===== src/rtl/onehot_decoder_seq.sv =====
// -----------------------------------------------------------------------------
// onehot_decoder_seq
//   Registered binary-to-one-hot (or one-cold) decoder with a clocked select
//   register. The select can be loaded directly through a valid/ready port,
//   scanned up or down with a programmable dwell, or frozen. A one-cycle wrap
//   pulse marks scan wrap-around. Typical use is as a row/bank/LED strobe
//   generator.
//
// Parameters
//   SEL_W       select width; OUT_W = 2**SEL_W outputs
//   STEP_DIV    clock cycles each select is held while scanning (>= 1)
//   ACTIVE_LOW  0: asserted bit = 1, idle = 0; 1: asserted bit = 0, idle = 1
//
// Ports
//   clk       in   rising-edge clock
//   rst       in   asynchronous active-high reset
//   en        in   block enable; 0 drives out to the idle pattern
//   mode      in   00 DIRECT, 01 SCAN_UP, 10 SCAN_DOWN, 11 HOLD
//   in_valid  in   in_sel is valid (load request in DIRECT mode)
//   in_sel    in   select value to load
//   in_ready  out  combinational, en & (mode == DIRECT)
//   out       out  registered decode of cur_sel (idle pattern when disabled)
//   cur_sel   out  registered current select
//   wrap      out  registered one-cycle pulse on scan wrap-around
// -----------------------------------------------------------------------------
module onehot_decoder_seq #(
    parameter int SEL_W      = 3,
    parameter int STEP_DIV   = 4,
    parameter int ACTIVE_LOW = 0
) (
    input  logic                    clk,
    input  logic                    rst,
    input  logic                    en,
    input  logic [1:0]              mode,
    input  logic                    in_valid,
    input  logic [SEL_W-1:0]        in_sel,
    output logic                    in_ready,
    output logic [(1<<SEL_W)-1:0]   out,
    output logic [SEL_W-1:0]        cur_sel,
    output logic                    wrap
);

    localparam int OUT_W = 1 << SEL_W;
    localparam int CNT_W = (STEP_DIV > 1) ? $clog2(STEP_DIV) : 1;
    localparam logic [CNT_W-1:0] CNT_MAX = CNT_W'(STEP_DIV - 1);
    localparam logic [OUT_W-1:0] IDLE_PAT = (ACTIVE_LOW != 0) ? {OUT_W{1'b1}} : {OUT_W{1'b0}};
    localparam logic [SEL_W-1:0] SEL_MAX = {SEL_W{1'b1}};
    localparam logic [SEL_W-1:0] SEL_MIN = {SEL_W{1'b0}};

    typedef enum logic [1:0] {
        MODE_DIRECT    = 2'b00,
        MODE_SCAN_UP   = 2'b01,
        MODE_SCAN_DOWN = 2'b10,
        MODE_HOLD      = 2'b11
    } mode_e;

    // Plain one-hot decode; polarity is applied separately.
    function automatic logic [OUT_W-1:0] decode(input logic [SEL_W-1:0] s);
        logic [OUT_W-1:0] v;
        v    = {OUT_W{1'b0}};
        v[s] = 1'b1;
        return v;
    endfunction

    logic [SEL_W-1:0] sel_q, sel_d;
    logic [CNT_W-1:0] cnt_q, cnt_d;
    logic [CNT_W-1:0] cnt_eff_s;
    mode_e            mode_q;
    mode_e            mode_s;
    logic             wrap_q, wrap_d;
    logic [OUT_W-1:0] out_q, out_d;

    assign mode_s   = mode_e'(mode);
    assign in_ready = en & (mode_s == MODE_DIRECT);
    assign out      = out_q;
    assign cur_sel  = sel_q;
    assign wrap     = wrap_q;

    // Next-state: select load/scan, dwell counter, wrap pulse and output decode.
    always_comb begin
        sel_d  = sel_q;
        cnt_d  = {CNT_W{1'b0}};
        wrap_d = 1'b0;
        // Any mode change restarts the dwell: the change edge counts as the
        // first cycle of a fresh dwell on the preserved select.
        if (mode_s != mode_q) begin
            cnt_eff_s = {CNT_W{1'b0}};
        end else begin
            cnt_eff_s = cnt_q;
        end
        if (en) begin
            case (mode_s)
                MODE_DIRECT: begin
                    if (in_valid) begin
                        sel_d = in_sel;
                    end else begin
                        sel_d = sel_q;
                    end
                end
                MODE_SCAN_UP: begin
                    if (cnt_eff_s == CNT_MAX) begin
                        sel_d  = sel_q + SEL_W'(1);
                        wrap_d = (sel_q == SEL_MAX);
                    end else begin
                        cnt_d = cnt_eff_s + CNT_W'(1);
                    end
                end
                MODE_SCAN_DOWN: begin
                    if (cnt_eff_s == CNT_MAX) begin
                        sel_d  = sel_q - SEL_W'(1);
                        wrap_d = (sel_q == SEL_MIN);
                    end else begin
                        cnt_d = cnt_eff_s + CNT_W'(1);
                    end
                end
                MODE_HOLD: begin
                    sel_d = sel_q;
                end
                default: begin
                    sel_d = sel_q;
                end
            endcase
        end else begin
            sel_d = sel_q;
        end
        // Decode from the next select so out and cur_sel always agree.
        if (en) begin
            out_d = decode(sel_d) ^ IDLE_PAT;
        end else begin
            out_d = IDLE_PAT;
        end
    end

    // State registers with asynchronous reset.
    always_ff @(posedge clk or posedge rst) begin
        if (rst) begin
            sel_q  <= {SEL_W{1'b0}};
            cnt_q  <= {CNT_W{1'b0}};
            mode_q <= MODE_DIRECT;
            wrap_q <= 1'b0;
            out_q  <= IDLE_PAT;
        end else begin
            sel_q  <= sel_d;
            cnt_q  <= cnt_d;
            mode_q <= mode_s;
            wrap_q <= wrap_d;
            out_q  <= out_d;
        end
    end

endmodule

===== config.mk =====
export PLATFORM = sky130hd
export DESIGN_NAME = onehot_decoder_seq
export DESIGN_NICKNAME = d
export VERILOG_FILES = /design/src/rtl/onehot_decoder_seq.sv
export SDC_FILE = /design/constraint.sdc
export NUM_CORES = 1
export LEC_CHECK = 0
export BUFFER_PORTS_ARGS = -buffer_cell sky130_fd_sc_hd__buf_2
export CORE_ASPECT_RATIO = 0.5
export CORE_MARGIN = 2
export CORE_UTILIZATION = 30
export CTS_BUF_LIST = sky130_fd_sc_hd__clkbuf_4 sky130_fd_sc_hd__clkbuf_8
export DETAILED_ROUTE_END_ITERATION = 8
export GPL_TIMING_DRIVEN = 1
export SYNTH_ARGS = -nofsm -noshare
export SYNTH_HDL_FRONTEND = slang
export SYNTH_SLANG_ARGS = --single-unit
export TNS_END_PERCENT = 10

===== constraint.sdc =====
create_clock -name clk -period 5.4 [get_ports clk]
set_clock_uncertainty 0.1 [all_clocks]
set_input_delay 1.08 -clock clk [delete_from_list [all_inputs] [get_ports clk]]
set_output_delay 1.08 -clock clk [all_outputs]
set_load 0.01 [all_outputs]

After elaboration in Yosys (flattened, before gate mapping)
Index checks and enable logic that the tools add are counted.
{"block": "op_classes", "n_reduce_logical": 4, "add_sub_neg": 3, "n_lt_le_gt_ge": 2, "eq_ne": 6, "bitwise_logic": 1, "mux": 16}
{"op": "3-bit two-way mux", "n": 4}
{"op": "3-bit one-hot mux with 4 select lines", "n": 1}
{"op": "2-bit two-way mux", "n": 4}
{"op": "8-bit two-way mux", "n": 1}
{"op": "2-bit equality test (second input constant)", "n": 3}
{"op": "3-bit by 4-bit less-than comparator with 1-bit output (second input constant)", "n": 1}
{"op": "1-bit two-way mux", "n": 4}
{"op": "3-bit by 1-bit adder with 3-bit output (second input constant)", "n": 1}
{"op": "1-bit demux with 3-bit select", "n": 1}
{"op": "3-bit equality test (second input constant)", "n": 1}
{"op": "3-bit by 1-bit greater-or-equal comparator with 1-bit output (second input constant)", "n": 1}
{"op": "3-bit logical NOT", "n": 1}
{"op": "3-bit by 1-bit subtractor with 3-bit output (second input constant)", "n": 1}
{"op": "2-bit by 1-bit adder with 2-bit output (second input constant)", "n": 1}
{"op": "2-bit by 1-bit equality test with 1-bit output (second input constant)", "n": 1}
{"op": "2-bit logical NOT", "n": 1}
{"op": "2-bit inequality test", "n": 1}
{"op": "1-bit one-hot mux with 2 select lines", "n": 1}
{"op": "2-bit OR reduction", "n": 1}
{"op": "1-bit AND", "n": 1}
{"op": "1-bit logical AND", "n": 1}
{"block": "word_totals", "wordCells": 37, "reg_bits": 16, "output_inout_bits": 13, "in_bits": 9}

Logic depth before layout (Yosys ltp)
Gate-level depths: netlist of the first run.
{"block": "depth", "ltp_word": 11, "ltp_mapped": 8, "depth_no_buf": 8}

Worst setup path before layout of the first run
Ideal clock, no wire load.
{"block": "synth_path", "path_kind": "input-to-reg", "startpoint": "in mode[1]", "endpoint": "reg out_q[2], in the netlist out[2]", "path_buffers": 0, "stages": 8, "setup_time_ns": 0.111, "t_required_ns": 5.189, "slack_ns": 2.493, "arrival_time_ns": 2.696, "path_cell_list": "xor2_1 nor2_1 and2_1 ha_1 mux2_2 a221oi_1 a32oi_1 a2111oi_2"}
{"block": "synth_between", "elab_chain_len": 11, "elab_cells_between_ends": 17, "cone_classes": "order compare: 2; eq/ne: 5; mux: 8; reduce/logical: 2"}
{"item": "from (decl)", "line_no": "34", "rtl": "input logic [1:0] mode,"}
{"item": "2-bit inequality test", "line_no": "86", "rtl": "if (mode_s != mode_q) begin"}
{"item": "2-bit two-way mux", "line_no": "86"}
{"item": "2-bit equality test", "line_no": "101, 109"}
{"item": "3-bit two-way mux (on tied branches)", "line_no": "109, 101"}
{"item": "3-bit one-hot mux with 4 select lines (*)", "line_no": "92", "rtl": "case (mode_s)"}
{"item": "3-bit two-way mux (*)", "line_no": "91", "rtl": "if (en) begin"}
{"item": "3-bit by 4-bit less-than comparator with 1-bit output (implied by the code) / 3-bit by 1-bit greater-or-equal comparator with 1-bit output (equally long branches)", "line_no": "61", "rtl": "v[s] = 1'b1;"}
{"item": "1-bit logical AND (implied by the code)", "line_no": "61"}
{"item": "1-bit two-way mux (implied by the code)", "line_no": "61"}
{"item": "1-bit demux with 3-bit select (*)", "line_no": "61"}
{"item": "8-bit two-way mux (*)", "line_no": "127", "rtl": "if (en) begin"}
{"item": "net out_d[2]", "line_no": "71", "rtl": "logic [OUT_W-1:0] out_q, out_d;"}
{"item": "to (signal assigned)", "line_no": "147", "rtl": "out_q <= out_d;"}
{"item": "to (decl)", "line_no": "71"}
The timed path passes the listed nets; every way through them passes the cells marked *.

Final worst setup path of the first run
Ends and elaborated chain as after synthesis.

==> results of run 1 <==
## cell families (layout without fill, tap and decap cells)
family          count (synthesis)  in the layout
compound gates                 27             27
xor+xnor                        2              2
fa+ha+maj                      10             10
buf+inv                        12             33
flops                          16             16
mux                             2              2
simple gates                   32             32
## layout by cell type (no fill, tap or decap), types with 2 or more instances in the layout
cell / netlist / routed
buf_2: 2 / 21
dfrtp_1: 16 / 16
ha_1: 10 / 10
inv_1: 8 / 8
nor3_1: 7 / 7
nand2_1: 5 / 5
and2_1: 4 / 4
o21ai_0: 4 / 4
a211oi_1: 4 / 4
clkbuf_8: 0 / 4
nor2_1: 3 / 3
and3_1: 3 / 3
a21boi_0: 3 / 3
xor2_1: 2 / 2
nor2b_1: 2 / 2
mux2_2: 2 / 2
a31oi_1: 2 / 2
nand2b_1: 2 / 2
a32o_1: 2 / 2
## power by group through the flow
stage	clock (mW)	combinational, mW	sequential [mW]
after floorplan	0	0.0508	0.141
after global placement	0	0.0753	0.140
after detailed placement	0	0.0755	0.140
after CTS	0.114	0.0761	0.137
after global routing	0.120	0.0853	0.139
final	0.108	0.0761	0.137
## per-stage QoR
stage                     worst slack [ps]  power, mW
final                                 2260      0.321
after floorplan                       2490      0.191
after CTS                             2260      0.327
after global routing                  2090      0.344
after global placement                2040      0.215
after detailed placement              2010      0.215
## flip-flops by register name (all words and copies together) (netlist names)
register and cells:
out 8, cur_sel 3, cnt_q 2, mode_q 2, wrap 1
## per-layer routing
layer	routed length, µm	vias to the layer above	track usage	share of wire
li1	-	415	-	-
met1	1160	388	0.173	0.51
met2	964	34	0.192	0.42
met3	156	0	0.0475	0.069
met4	0	0	0.0281	0
met5	0	-	0	0
## layout make-up
cell class	count	area, µm²
fill	335	1920
multi-input combinational	73	562
sequential	16	400
timing repair buffer	21	105
clock buffer	4	55.1
tap	40	50.0
inverter	8	30.0
## how the worst max path moves through the flow
stage,start,cells after the start,endpoint,slack [ps]
floorplan,mode[1],8,out[2]$_DFF_PP0_,2490
global placement,mode[1],9,out[2]$_DFF_PP0_,2040
detailed placement,mode[1],9,out[2]$_DFF_PP0_,2010
CTS,mode[1],9,out[2]$_DFF_PP0_,2260
global route,mode[1],9,out[2]$_DFF_PP0_,2090
finish,mode[1],9,out[2]$_DFF_PP0_,2260
## worst reg2reg max path: stages, from the launching register on
cell and delay (ps):
dfrtp_1 370, xor2_1 160, nor2_1 110, and2_1 160
ha_1 300, mux2_2 370, a221oi_1 370, a32oi_1 210
a2111oi_2 270
==> results.cfg, run 1 <==
[cells_and_area]
finish.instance_area_mm2 = 0.00120
nets = 142
area_delta_synth_final_pct = 18.2
finalCoreUtilization = 0.386
antenna_cells = 0
fin_cells = 162
layout-drive-gt1-share = 0.246

[cts]
htree_levels = 1
cts_setup_buffers = 0
clockBufferDepth = 2
clk_latency_ps = 250
root_buffer = clkbuf_8
clkSinkCount = 16
postCtsResizedCells = 0
cts_inserted_buffers = 3
clk_transition_reported_paths_ps = 70
cts_tree = built
cts_hold_buffers = 0

[setup_path]
crit_required_ps = 5440
start_kind = primary input
cp.buffers_inverters = 1
slowest_stage = mux2_2
cpPeakStageDelay_ps = 370
reg2reg_from = mode_q[0]$_DFF_PP0_
endpoint_kind = flip-flop
crit_fanout = 9
critPathArrivalTime_ps = 3180
crit_chain = buf_2, xor2_1, nor2_1, and2_1, ha_1, mux2_2, a221oi_1, a32oi_1, a2111oi_2
worstSetupPathType = primary input to flip-flop
r2r_end = out[2]$_DFF_PP0_
crit_family = compound AO/OA/AOI/OAI gates
reg2reg_slack_ps = 2870
r2r_cells = 8

[logic_synthesis]
synth.most_common_cell = dfrtp_1
syn_nets = 120
ys.flop_type = dfrtp_1
synth_top_family_by_area = compound AO/OA/AOI/OAI gates
synth-xor-area-share = 0.0172
synth_fa_ha_area_frac = 0.123
synth_top_cell_area_share = 0.394
synthesis.instances = 101
synth.distinct_cells = 38
yosys.area.top_type = dfrtp_1
syn_area_per_cell_um2 = 10.1
netlist_top_cells_area = dfrtp_1 39%, ha_1 12%, nor3_1 3.4%
synth_seq_cells = 16
synth_common_cells = 16 x dfrtp_1, 10 x ha_1, 8 x inv_1
synth_compound_area_frac = 0.210
synth_area_mm2 = 0.00102
yosysSeqAreaShare = 0.394
ys_warn_count = 0
muxShareOfSynthArea = 0.0221
yosys.area_share.simple = 0.180
async_flop_share = 1.00
synth_enable_flop_cells = 0

[floorplanning]
num_io_pins = 22
die-area_mm2 = 0.00390
die_x_um = 86.4
core_area_mm2 = 0.00312
initial_core_util = 0.326
die_h_um = 45.2
fp-row-count = 14

[timing]
slew_viol_final = 0
whs_ps = 452
worstMarginPinSlew_ps = 647
rsz0062_at_grt = no
slew_headroom = 0.568
period_needed_ps = 3140
period_share = 0.581
tns_ps = 0
max_clock_freq_mhz = 319
setup_viol = 0
hold_viol_final = 0

[route]
vias = 837
drc_errors = 0
detail_route.wl_per_cell_um = 14.0
wl_mm = 2.28
drtIter0Drc = 62
final_antenna_net_count = 0
first_pass_iters = 4
viasPerCell = 5.17

[place]
port_buffers = 21
place_inst = 158
place_area_mm2 = 0.00115
place.gp.congestion = 0.851
dp_hpwl_mm = 1.70

[grt]
grt_usage = 0.127
grt_pass1_vias = 771
grt_max_degree = 17
grt_overflow = 0
antenna_found_initial = 0
grt_pass1_wl_mm = 3.71

[power_and_ir_drop]
clkPwrFrac = 0.335
sw_frac_of_total = 0.299
ir_drop_uv = 73.7
internal-power_mw = 0.225
switchingPower_mw = 0.0961
p_leak_nw = 0.600
p_comb_frac = 0.237
pwr-share-seq = 0.428
p_per_area_mw_per_mm2 = 267

[min_path]
hp-start = cnt_q[0]$_DFF_PP0_
whs_endpoint = cnt_q[0]$_DFF_PP0_
hold_path_depth = 2
hold_path_class = flip-flop to flip-flop

[job]
maxCapViolCount = 0

[status]
status = complete, no violations
Note: power is estimated with default switching activity, not from simulation.
==> run 2, diff against run 1 <==
Clock period 5.4 ns to 2.8 ns, I/O delays scaled along.
==> run 2 against run 1 <==
Compared with the run above: count of clock-buffer cells in the layout unchanged; flip-flop and latch count did not move; via count grew 0.36%; sequential power rose by 94%; critical path depth unchanged; combinational power increased by 93%; critical path type unchanged; largest power group unchanged.
==> results.cfg, run 2 (synthesized netlist as in run 1, its figures left out) <==
[cells_and_area]
final-seq-area_um2 = 400
antenna_cells = 0
final_common_cell = buf_2
layout-drive-gt1-share = 0.252
area_delta_synth_final_pct = 18.9
fillers = 332
multi_input_area_um2 = 562
finish.instance_area_mm2 = 0.00121
final_cell_mix = 21 x buf_2, 16 x dfrtp_1, 10 x ha_1
largest_reg_flops = 8
nets = 143

[timing]
max_clock_freq_mhz = 400
worstMarginPinSlew_ps = 610
setup_viol = 0
rsz0062_at_grt = no
slew_headroom = 0.593
hold_viol_final = 0
period_share = 0.893
tns_ps = 0
slew_viol_final = 0
period_needed_ps = 2500

[route]
viasPerCell = 5.15
final_antenna_net_count = 0
first_pass_iters = 4
drc_errors = 0
vias = 840
detail_route.wl_per_cell_um = 14.4
wl_mm = 2.35
drtIter0Drc = 69

[grt]
grt_max_degree = 17
grt_pass1_vias = 817
grt_usage = 0.139
grt_overflow = 0
grt_pass1_wl_mm = 4.02
antenna_found_initial = 0

[setup_path]
slowest_stage = mux2_2
start_kind = primary input
crit_fanout = 5
cpPeakStageDelay_ps = 360
worstSetupPathType = primary input to flip-flop
critPathArrivalTime_ps = 2550
crit_chain = buf_2, xor2_1, nor2_1, and2_1, ha_1, mux2_2, a221oi_1, a32oi_1, a2111oi_2
endpoint_kind = flip-flop
crit_required_ps = 2850

[cts]
postCtsResizedCells = 0
htree_levels = 1
cts_tree = built
clkSinkCount = 16
clk_latency_ps = 250
clockBufferDepth = 2
cts_setup_buffers = 0
root_buffer = clkbuf_8
cts_inserted_buffers = 3
cts_hold_buffers = 0
clk_transition_reported_paths_ps = 70

[power_and_ir_drop]
p_leak_nw = 0.605
ir_drop_uv = 161
p_per_area_mw_per_mm2 = 514

[floorplanning]
die_h_um = 45.2
fp-row-count = 14
initial_core_util = 0.326
num_io_pins = 22
die_x_um = 86.4
core_area_mm2 = 0.00312
die-area_mm2 = 0.00390

[min_path]
hold_path_class = primary input to async pin

[place]
dp_hpwl_mm = 1.78
port_buffers = 21
place.gp.congestion = 0.816
place_area_mm2 = 0.00115

[job]
maxCapViolCount = 0

[status]
status = complete, no violations
run 2: worst max-delay path, delay by kind of cell:
| kind | cells | cell delay (ps) |
|---|---|---|
| adder cells (fa/ha/maj) | 1 | 260 |
| buffers and inverters | 1 | 130 |
| multiplexers | 1 | 360 |
| AO/OA/AOI/OAI | 3 | 780 |
| XOR/XNOR | 1 | 160 |
| AND/OR/NAND/NOR | 2 | 300 |
run 2: metrics by stage:
step,worst slack [ps],hold slack (ps),cells,utilization,power (mW)
after global placement,43.2,430,159,0.370,0.415
after floorplan,413,374,101,-,0.369
final,298,269,163,0.388,0.621
after global routing,143,320,163,0.388,0.664
after detailed placement,49.6,444,159,0.370,0.416
after CTS,310,297,163,0.388,0.627
run 2: worst paths after layout:
kind	from	endpoint	slack [ps]	cells after the start
worst max-delay path	mode[1]	out[2]$_DFF_PP0_	300	9
worst min-delay path	rst	out[5]$_DFF_PP0_	270	2
worst max register to register	mode_q[0]$_DFF_PP0_	out[2]$_DFF_PP0_	380	8
worst min register to register	cnt_q[0]$_DFF_PP0_	cnt_q[0]$_DFF_PP0_	460	2
max in group asynchronous	rst	out[3]$_DFF_PP0_	1940	2
min in group clk	mode[1]	mode_q[1]$_DFF_PP0_	380	1
run 2: where the power goes:
part,internal (mW),switching (mW)
Clock,0.125,0.0839
Combinational,0.0625,0.0844
Sequential,0.247,0.0183
Total,0.435,0.187
run 2: area by class of cell:
class | count | area share
repair buffers | 22 | 0.0931
flip-flops and latches | 16 | 0.331
inverters | 8 | 0.0248
well taps | 40 | 0.0414
multi-input cells | 73 | 0.464
clock buffers | 4 | 0.0455
run 2: per-layer routing:
metal | vias up | track usage | wire [µm]
li1 | 412 | - | -
met1 | 397 | 0.201 | 1260
met2 | 27 | 0.197 | 937
met3 | 4 | 0.0420 | 117
met4 | 0 | 0.0469 | 34
met5 | - | 0 | 0
